## config.mk

```make
export PLATFORM = sky130hd
export DESIGN_NAME = grayscale_converter_arbiter_flat
export DESIGN_NICKNAME = d
export VERILOG_FILES = /design/src/rtl/grayscale_converter_arbiter_if.sv /design/src/rtl/grayscale_converter_arbiter.sv /design/src/flat_wrapper.sv
export SDC_FILE = /design/constraint.sdc
export NUM_CORES = 1
export LEC_CHECK = 0
export CORE_AREA = 5 5 129 131
export DETAILED_ROUTE_END_ITERATION = 10
export DIE_AREA = 0 0 134 136
export GPL_ROUTABILITY_DRIVEN = 0
export PLACE_DENSITY = 0.93
export REMOVE_ABC_BUFFERS = 1
export SYNTH_ARGS = -nofsm -noshare
export SYNTH_HDL_FRONTEND = slang
export SYNTH_SLANG_ARGS = --single-unit
export TNS_END_PERCENT = 50
```

## constraint.sdc

```tcl
create_clock -name clock -period 6.7 [get_ports clock]
set_input_delay 2.01 -clock clock [delete_from_list [all_inputs] [get_ports clock]]
set_output_delay 2.01 -clock clock [all_outputs]
set_load 0.1 [all_outputs]
```

## src/rtl/grayscale_converter_arbiter_if.sv

```systemverilog
// Bus bundle for the grayscale arbiter: CPU custom-instruction port, camera pixel
// stream in/out, and the shared converter port. "slave" is the arbiter's view.
interface grayscale_converter_arbiter_if;
    logic        ciStart;
    logic [7:0]  ciN;
    logic [31:0] ciValueA;
    logic [31:0] ciValueB;
    logic        ciDone;
    logic [31:0] ciResult;

    logic        pixelValid;
    logic [31:0] pixelWordA;
    logic [31:0] pixelWordB;
    logic        pixelReady;
    logic        grayValid;
    logic [31:0] grayWord;
    logic        grayReady;

    logic        convStart;
    logic [7:0]  convIseId;
    logic [31:0] convValueA;
    logic [31:0] convValueB;
    logic        convDone;
    logic [31:0] convResult;

    modport master (
        output ciStart, ciN, ciValueA, ciValueB,
        input  ciDone, ciResult,
        output pixelValid, pixelWordA, pixelWordB, grayReady,
        input  pixelReady, grayValid, grayWord,
        input  convStart, convIseId, convValueA, convValueB,
        output convDone, convResult
    );

    modport slave (
        input  ciStart, ciN, ciValueA, ciValueB,
        output ciDone, ciResult,
        input  pixelValid, pixelWordA, pixelWordB, grayReady,
        output pixelReady, grayValid, grayWord,
        output convStart, convIseId, convValueA, convValueB,
        input  convDone, convResult
    );
endinterface

```

## src/rtl/grayscale_converter_arbiter.sv

```systemverilog
// Shares one combinational RGB565->gray converter between the CPU CI port and the
// camera stream; the CPU is forced in after MAX_STREAM_BURST consecutive stream grants.
module grayscale_converter_arbiter #(
    parameter logic [7:0]  customInstructionId = 8'd13,
    parameter int unsigned MAX_STREAM_BURST    = 4
) (
    input  logic                          clock,
    input  logic                          reset,
    grayscale_converter_arbiter_if.slave  bus
);

    localparam logic [7:0] BURST_MAX = 8'(MAX_STREAM_BURST);

    logic        r_cpu_pending;
    logic [31:0] r_cpu_a;
    logic [31:0] r_cpu_b;
    logic        r_ci_done;
    logic [31:0] r_ci_result;
    logic        r_gray_valid;
    logic [31:0] r_gray_word;
    logic [7:0]  r_burst_cnt;

    logic        w_new_req;
    logic        w_cpu_req;
    logic        w_stream_ok;
    logic        w_cpu_grant;
    logic        w_stream_grant;
    logic        w_cpu_capture;
    logic        w_gray_load;
    logic [31:0] w_conv_a;
    logic [31:0] w_conv_b;

    // Grants are suppressed while reset is held so the converter stays idle.
    assign w_new_req      = bus.ciStart & (bus.ciN == customInstructionId) & ~r_cpu_pending;
    assign w_cpu_req      = reset & (r_cpu_pending | w_new_req);
    assign w_stream_ok    = reset & bus.pixelValid & (~r_gray_valid | bus.grayReady);
    assign w_cpu_grant    = w_cpu_req & (~w_stream_ok | (r_burst_cnt == BURST_MAX));
    assign w_stream_grant = w_stream_ok & ~w_cpu_grant;
    assign w_cpu_capture  = w_cpu_grant & bus.convDone;
    assign w_gray_load    = w_stream_grant & bus.convDone;

    always_comb begin
        w_conv_a = '0;
        w_conv_b = '0;
        if (w_cpu_grant) begin
            w_conv_a = r_cpu_pending ? r_cpu_a : bus.ciValueA;
            w_conv_b = r_cpu_pending ? r_cpu_b : bus.ciValueB;
        end else if (w_stream_grant) begin
            w_conv_a = bus.pixelWordA;
            w_conv_b = bus.pixelWordB;
        end
    end

    assign bus.convStart  = w_cpu_grant | w_stream_grant;
    assign bus.convIseId  = bus.convStart ? customInstructionId : 8'd0;
    assign bus.convValueA = w_conv_a;
    assign bus.convValueB = w_conv_b;
    assign bus.pixelReady = w_stream_grant;
    assign bus.ciDone     = r_ci_done;
    assign bus.ciResult   = r_ci_result;
    assign bus.grayValid  = r_gray_valid;
    assign bus.grayWord   = r_gray_word;

    always_ff @(posedge clock) begin
        if (!reset) begin
            r_cpu_pending <= 1'b0;
            r_cpu_a       <= '0;
            r_cpu_b       <= '0;
            r_ci_done     <= 1'b0;
            r_ci_result   <= '0;
            r_gray_valid  <= 1'b0;
            r_gray_word   <= '0;
            r_burst_cnt   <= '0;
        end else begin
            if (w_cpu_grant) begin
                r_cpu_pending <= 1'b0;
            end else if (w_new_req) begin
                r_cpu_pending <= 1'b1;
                r_cpu_a       <= bus.ciValueA;
                r_cpu_b       <= bus.ciValueB;
            end

            r_ci_done   <= w_cpu_capture;
            r_ci_result <= w_cpu_capture ? bus.convResult : 32'd0;

            // A refill wins over a drain, so drain+refill keeps the register full.
            if (w_gray_load) begin
                r_gray_valid <= 1'b1;
                r_gray_word  <= bus.convResult;
            end else if (r_gray_valid && bus.grayReady) begin
                r_gray_valid <= 1'b0;
            end

            if (!w_cpu_req || w_cpu_grant) begin
                r_burst_cnt <= '0;
            end else if (w_stream_grant && (r_burst_cnt != BURST_MAX)) begin
                r_burst_cnt <= r_burst_cnt + 8'd1;
            end
        end
    end

endmodule

```

## src/flat_wrapper.sv

```systemverilog
// flat-port wrapper written by rule: the top's interface ports become plain ports
module grayscale_converter_arbiter_flat 
#(
    parameter logic [7:0]  customInstructionId = 8'd13,
    parameter int unsigned MAX_STREAM_BURST    = 4
)
  (clock, reset, bus_ciStart, bus_ciN, bus_ciValueA, bus_ciValueB, bus_ciDone, bus_ciResult, bus_pixelValid, bus_pixelWordA, bus_pixelWordB, bus_grayReady, bus_pixelReady, bus_grayValid, bus_grayWord, bus_convStart, bus_convIseId, bus_convValueA, bus_convValueB, bus_convDone, bus_convResult);
  grayscale_converter_arbiter_if bus_i ();
  input  logic clock;
  input  logic reset;
  input wire logic [$bits(bus_i.ciStart)-1:0] bus_ciStart;
  input wire logic [$bits(bus_i.ciN)-1:0] bus_ciN;
  input wire logic [$bits(bus_i.ciValueA)-1:0] bus_ciValueA;
  input wire logic [$bits(bus_i.ciValueB)-1:0] bus_ciValueB;
  output wire logic [$bits(bus_i.ciDone)-1:0] bus_ciDone;
  output wire logic [$bits(bus_i.ciResult)-1:0] bus_ciResult;
  input wire logic [$bits(bus_i.pixelValid)-1:0] bus_pixelValid;
  input wire logic [$bits(bus_i.pixelWordA)-1:0] bus_pixelWordA;
  input wire logic [$bits(bus_i.pixelWordB)-1:0] bus_pixelWordB;
  input wire logic [$bits(bus_i.grayReady)-1:0] bus_grayReady;
  output wire logic [$bits(bus_i.pixelReady)-1:0] bus_pixelReady;
  output wire logic [$bits(bus_i.grayValid)-1:0] bus_grayValid;
  output wire logic [$bits(bus_i.grayWord)-1:0] bus_grayWord;
  output wire logic [$bits(bus_i.convStart)-1:0] bus_convStart;
  output wire logic [$bits(bus_i.convIseId)-1:0] bus_convIseId;
  output wire logic [$bits(bus_i.convValueA)-1:0] bus_convValueA;
  output wire logic [$bits(bus_i.convValueB)-1:0] bus_convValueB;
  input wire logic [$bits(bus_i.convDone)-1:0] bus_convDone;
  input wire logic [$bits(bus_i.convResult)-1:0] bus_convResult;
  assign bus_i.ciStart = bus_ciStart;
  assign bus_i.ciN = bus_ciN;
  assign bus_i.ciValueA = bus_ciValueA;
  assign bus_i.ciValueB = bus_ciValueB;
  assign bus_ciDone = bus_i.ciDone;
  assign bus_ciResult = bus_i.ciResult;
  assign bus_i.pixelValid = bus_pixelValid;
  assign bus_i.pixelWordA = bus_pixelWordA;
  assign bus_i.pixelWordB = bus_pixelWordB;
  assign bus_i.grayReady = bus_grayReady;
  assign bus_pixelReady = bus_i.pixelReady;
  assign bus_grayValid = bus_i.grayValid;
  assign bus_grayWord = bus_i.grayWord;
  assign bus_convStart = bus_i.convStart;
  assign bus_convIseId = bus_i.convIseId;
  assign bus_convValueA = bus_i.convValueA;
  assign bus_convValueB = bus_i.convValueB;
  assign bus_i.convDone = bus_convDone;
  assign bus_i.convResult = bus_convResult;
  grayscale_converter_arbiter #(.customInstructionId(customInstructionId), .MAX_STREAM_BURST(MAX_STREAM_BURST)) u_core (.clock(clock), .reset(reset), .bus(bus_i));
endmodule
```

==> results.txt, run 1 <==
Number of setup buffers added after CTS = 0
Flop-to-flop setup slack = 4.16 ns
Combinational family with the most area after synthesis = multiplexers
Result of the run = complete, no violations
Placed wire-length estimate after detailed placement = 17400 um
Worst Reg-to-Reg Cells = 7
Most frequently used cell type in the post-synthesis netlist = sky130_fd_sc_hd__dfxtp_1
Setup clock skew after layout = 0.00799 ns
Top_reg_cell synth = sky130_fd_sc_hd__dfxtp_1
Site row count = 46
Seq pwr share = 37.4%
Vias = 7105
Count of yosys warnings during synthesis = 0
IR drop worst, VDD = 0.171 mV
Period utilisation layout = 94.4%
Netlist Area Pre-Place = 6790 um^2
Start-to-end type of the worst setup path = input port to output pin
Highest attainable clock frequency = 158 MHz
Largest area contributor in the netlist = sky130_fd_sc_hd__dfxtp_1
Switching power = 0.733 mW
Multiplexer area fraction after synthesis = 18.9%
Number of filler instances in the final layout = 1025
Number of nets with antenna violations after detailed routing = 0
Die area = 18200 um^2
Worst rel slew slack = 22.3%
CTS-repair resized insts = 0
Share of total power consumed by net switching = 32.5%
Share of the synthesized area in compound gates (AO/OA/AOI/OAI) = 16.0%
Number of enable flip-flop cells after synthesis = 0
Worst-path maximum fanout = 44
Reg-to-reg endpoint = u_core.bus.grayWord[16]$_SDFFE_PN0P_
Internal power consumption = 1.52 mW
Power per unit of standard cell area = 203 nW/um^2
Yosys top cell area share = 41.0%
Number of distinct library cells after synthesis = 35
Post-Synth Simple-Gate Area = 16.3%
Total Routed Length = 24800 um
Final slew viol count = 0
Vias in the first global route = 7247
Data required time of the worst path = 4.69 ns
Count of port buffers added during placement = 308
Mean post-synth cell area = 8.56 um^2
Arrival time at the worst endpoint = 4.31 ns
Area grow syn2layout = 63.8%
XOR/XNOR share of the synthesized area = 0.774%
Placed insts = 1225
Number of buffers inserted for hold repair after clock tree synthesis = 0
Initial Utilization = 43.9%
Worst setup slack before clock tree synthesis = 0.404 ns
I/O pins = 314
Number of standard cells in the layout, taps in and fillers out = 1258
Adder-Cell Fraction of Synth Area = 0.368%
Maximum number of pins on one net before global-route repair = 74
Clk buf depth = 2
Worst slew pin tran = 1.16 ns
Worst hold path class = register to register
Overall fraction of global-route tracks in use = 26.7%
Area of the core region = 15500 um^2
Global route overflow = 0
# setup viols final = 0
Ratio of routed vias to standard cells = 5.65
Post-layout minimum cycle time = 6.32 ns
Fraction of registers with async set or reset after synthesis = 0%
Sequential fraction of the synthesis area = 41.0%
Origin of the worst setup path = bus_ciN[5]
Setup WS post-layout = 0.378 ns
Final Hold Violating Endpoints = 0
Startpoint kind of the worst setup timing path = input port
Detailed Routing Iterations Pass 1 = 5
Final net count = 1228
#FFs+latches synth = 139
Number of clock sinks = 139
Last element of the critical path = bus_convValueB[8]
Share of power burned in combinational logic = 23.4%
Biggest area contributors in the synthesized netlist = sky130_fd_sc_hd__dfxtp_1 41%, sky130_fd_sc_hd__mux2i_1 19%, sky130_fd_sc_hd__o21ai_0 7.1%
Lkg Pwr = 3.86 nW
Per-cell routed wire length = 19.7 um
Residual DRC = 0
Kind of capture point of the worst setup path = output pin
Clock power share = 39.2%
Clock tree from TritonCTS = built
Commonest cells in the synthesized netlist = 139 x sky130_fd_sc_hd__dfxtp_1, 128 x sky130_fd_sc_hd__mux2i_1, 101 x sky130_fd_sc_hd__nand2_1, 96 x sky130_fd_sc_hd__o21ai_0, 67 x sky130_fd_sc_hd__nand3_1
Power after layout = 2.25 mW
CTS root buf = sky130_fd_sc_hd__clkbuf_16
Worst-path clk slew = 0.06 ns
Cell count after synthesis = 794
Hold path startpoint = u_core.bus.grayWord[0]$_SDFFE_PN0P_
Width of the die = 134 um
Clock buffers created by TritonCTS = 17
Wire length of the first global-routing pass = 39000 um
Unrepaired setup endpoints after global routing = no
Clk Latency, worst-skew pair = 0.42 ns
Overall die height = 136 um
Number of antenna violations at the first check in global routing = 1
Startpoint of the worst register-to-register path = u_core.r_burst_cnt[0]$_SDFFE_PP0P_
DR iter-0 viols = 439
Number of maximum-capacitance violations = 0
Final cell utilization of the core = 71.9%
Level count of the clock H-tree = 4
Share of cells above drive strength 1 = 11.8%
layout by cell type, fill, tap and decap left out, drive strengths merged, types with 3 or more instances in the layout:
master	count
conb	5
mux2i	128
nand2	101
nor3	10
inv	14
dfxtp	139
o21ai	96
nor2	4
clkbuf	17
xnor2	3
nand3	67
o211ai	32
xor2	3
and3	34
clkinvlp	3
a21oi	64
buf	84
clkdlybuf4s50	239
registers in the layout (all words and copies together) (netlist names):
register              count
u_core.bus.ciResult      32
u_core.bus.ciDone         1
u_core.r_cpu_b           32
u_core.r_burst_cnt        8
u_core.bus.grayValid      1
u_core.r_cpu_pending      1
u_core.bus.grayWord      32
u_core.r_cpu_a           32
cell type report:
class	instances	area [um^2]	share of cell area [%]
Clock inverter	15	128	1.15
Multi-Input combinational cell	567	3610	32.4
Clock buffer	17	425	3.82
Tap cell	192	240	2.16
Inverter	4	15.0	0.135
Sequential cell	139	2790	25.0
Antenna cell	1	2.50	0.0225
Timing Repair Buffer	323	3920	35.3
routing by layer:
layer | part of all wire [%] | GRT usage (%) | vias up
met2 | 50 | 45.7 | 371
met5 | 0 | 0 | -
met3 | 9.6 | 8.29 | 48
li1 | - | - | 3337
met1 | 37 | 31.0 | 3349
met4 | 3.6 | 11.5 | 0
power by group through the flow:
stage	registers (mW)	clock network [mW]	logic [mW]
detailed placement	0.861	0	0.525
floorplan	0.938	0	0.200
CTS	0.843	0.894	0.528
global route	0.844	0.933	0.546
finish	0.843	0.883	0.527
global placement	0.861	0	0.520
per-stage QoR:
step | setup TNS, ns | hold slack [ns] | area [um^2]
after floorplan | -909.39 | 0.449 | 6370
after global placement | 0 | 0.444 | 10600
after detailed placement | 0 | 0.453 | 10600
after CTS | 0 | 0.462 | 11100
after global routing | 0 | 0.485 | 11100
final | 0 | 0.460 | 11100
how the worst min path moves through the flow:
stage | slack, ns | depth (start not counted) | endpoint
3_5_place_dp | 0.45 | 2 | u_core.bus.grayWord[24]$_SDFFE_PN0P_
3_3_place_gp | 0.44 | 2 | u_core.bus.grayWord[25]$_SDFFE_PN0P_
5_1_grt | 0.49 | 2 | u_core.bus.grayWord[31]$_SDFFE_PN0P_
4_1_cts | 0.46 | 2 | u_core.bus.grayWord[24]$_SDFFE_PN0P_
6_report | 0.46 | 2 | u_core.bus.grayWord[0]$_SDFFE_PN0P_
2_1_floorplan | 0.45 | 2 | u_core.r_cpu_a[0]$_SDFFE_PN0P_
kinds of logic (layout without fill, tap and decap cells):
group / count (synthesis) / count (layout)
and+or+nand+nor: 229 / 229
AOI/OAI and AO/OA: 197 / 197
DFF: 139 / 139
muxes: 128 / 128
buffers and inverters: 92 / 359
xor gates and xnor gates: 6 / 6
adders and majority gates: 2 / 2
other: 1 / 6
worst max-delay path, cell delays in order:
cell,delay (ns)
sky130_fd_sc_hd__clkdlybuf4s50_1,0.40
sky130_fd_sc_hd__nor3_1,0.42
sky130_fd_sc_hd__a31oi_4,0.15
sky130_fd_sc_hd__nor3_2,0.33
sky130_fd_sc_hd__buf_12,0.34
sky130_fd_sc_hd__mux2i_1,0.37
sky130_fd_sc_hd__buf_12,0.22
(Power assumes the default switching activity.)
==> run 2, diff against run 1 <==
--- a/config.mk
+++ b/config.mk
@@ -11,6 +11,7 @@
 export GPL_ROUTABILITY_DRIVEN = 0
 export PLACE_DENSITY = 0.93
 export REMOVE_ABC_BUFFERS = 1
+export SKIP_LAST_GASP = 1
 export SYNTH_ARGS = -nofsm -noshare
 export SYNTH_HDL_FRONTEND = slang
 export SYNTH_SLANG_ARGS = --single-unit
==> results of run 2 <==
No change in the layout: final DEF, timing and power equal those of run 1.
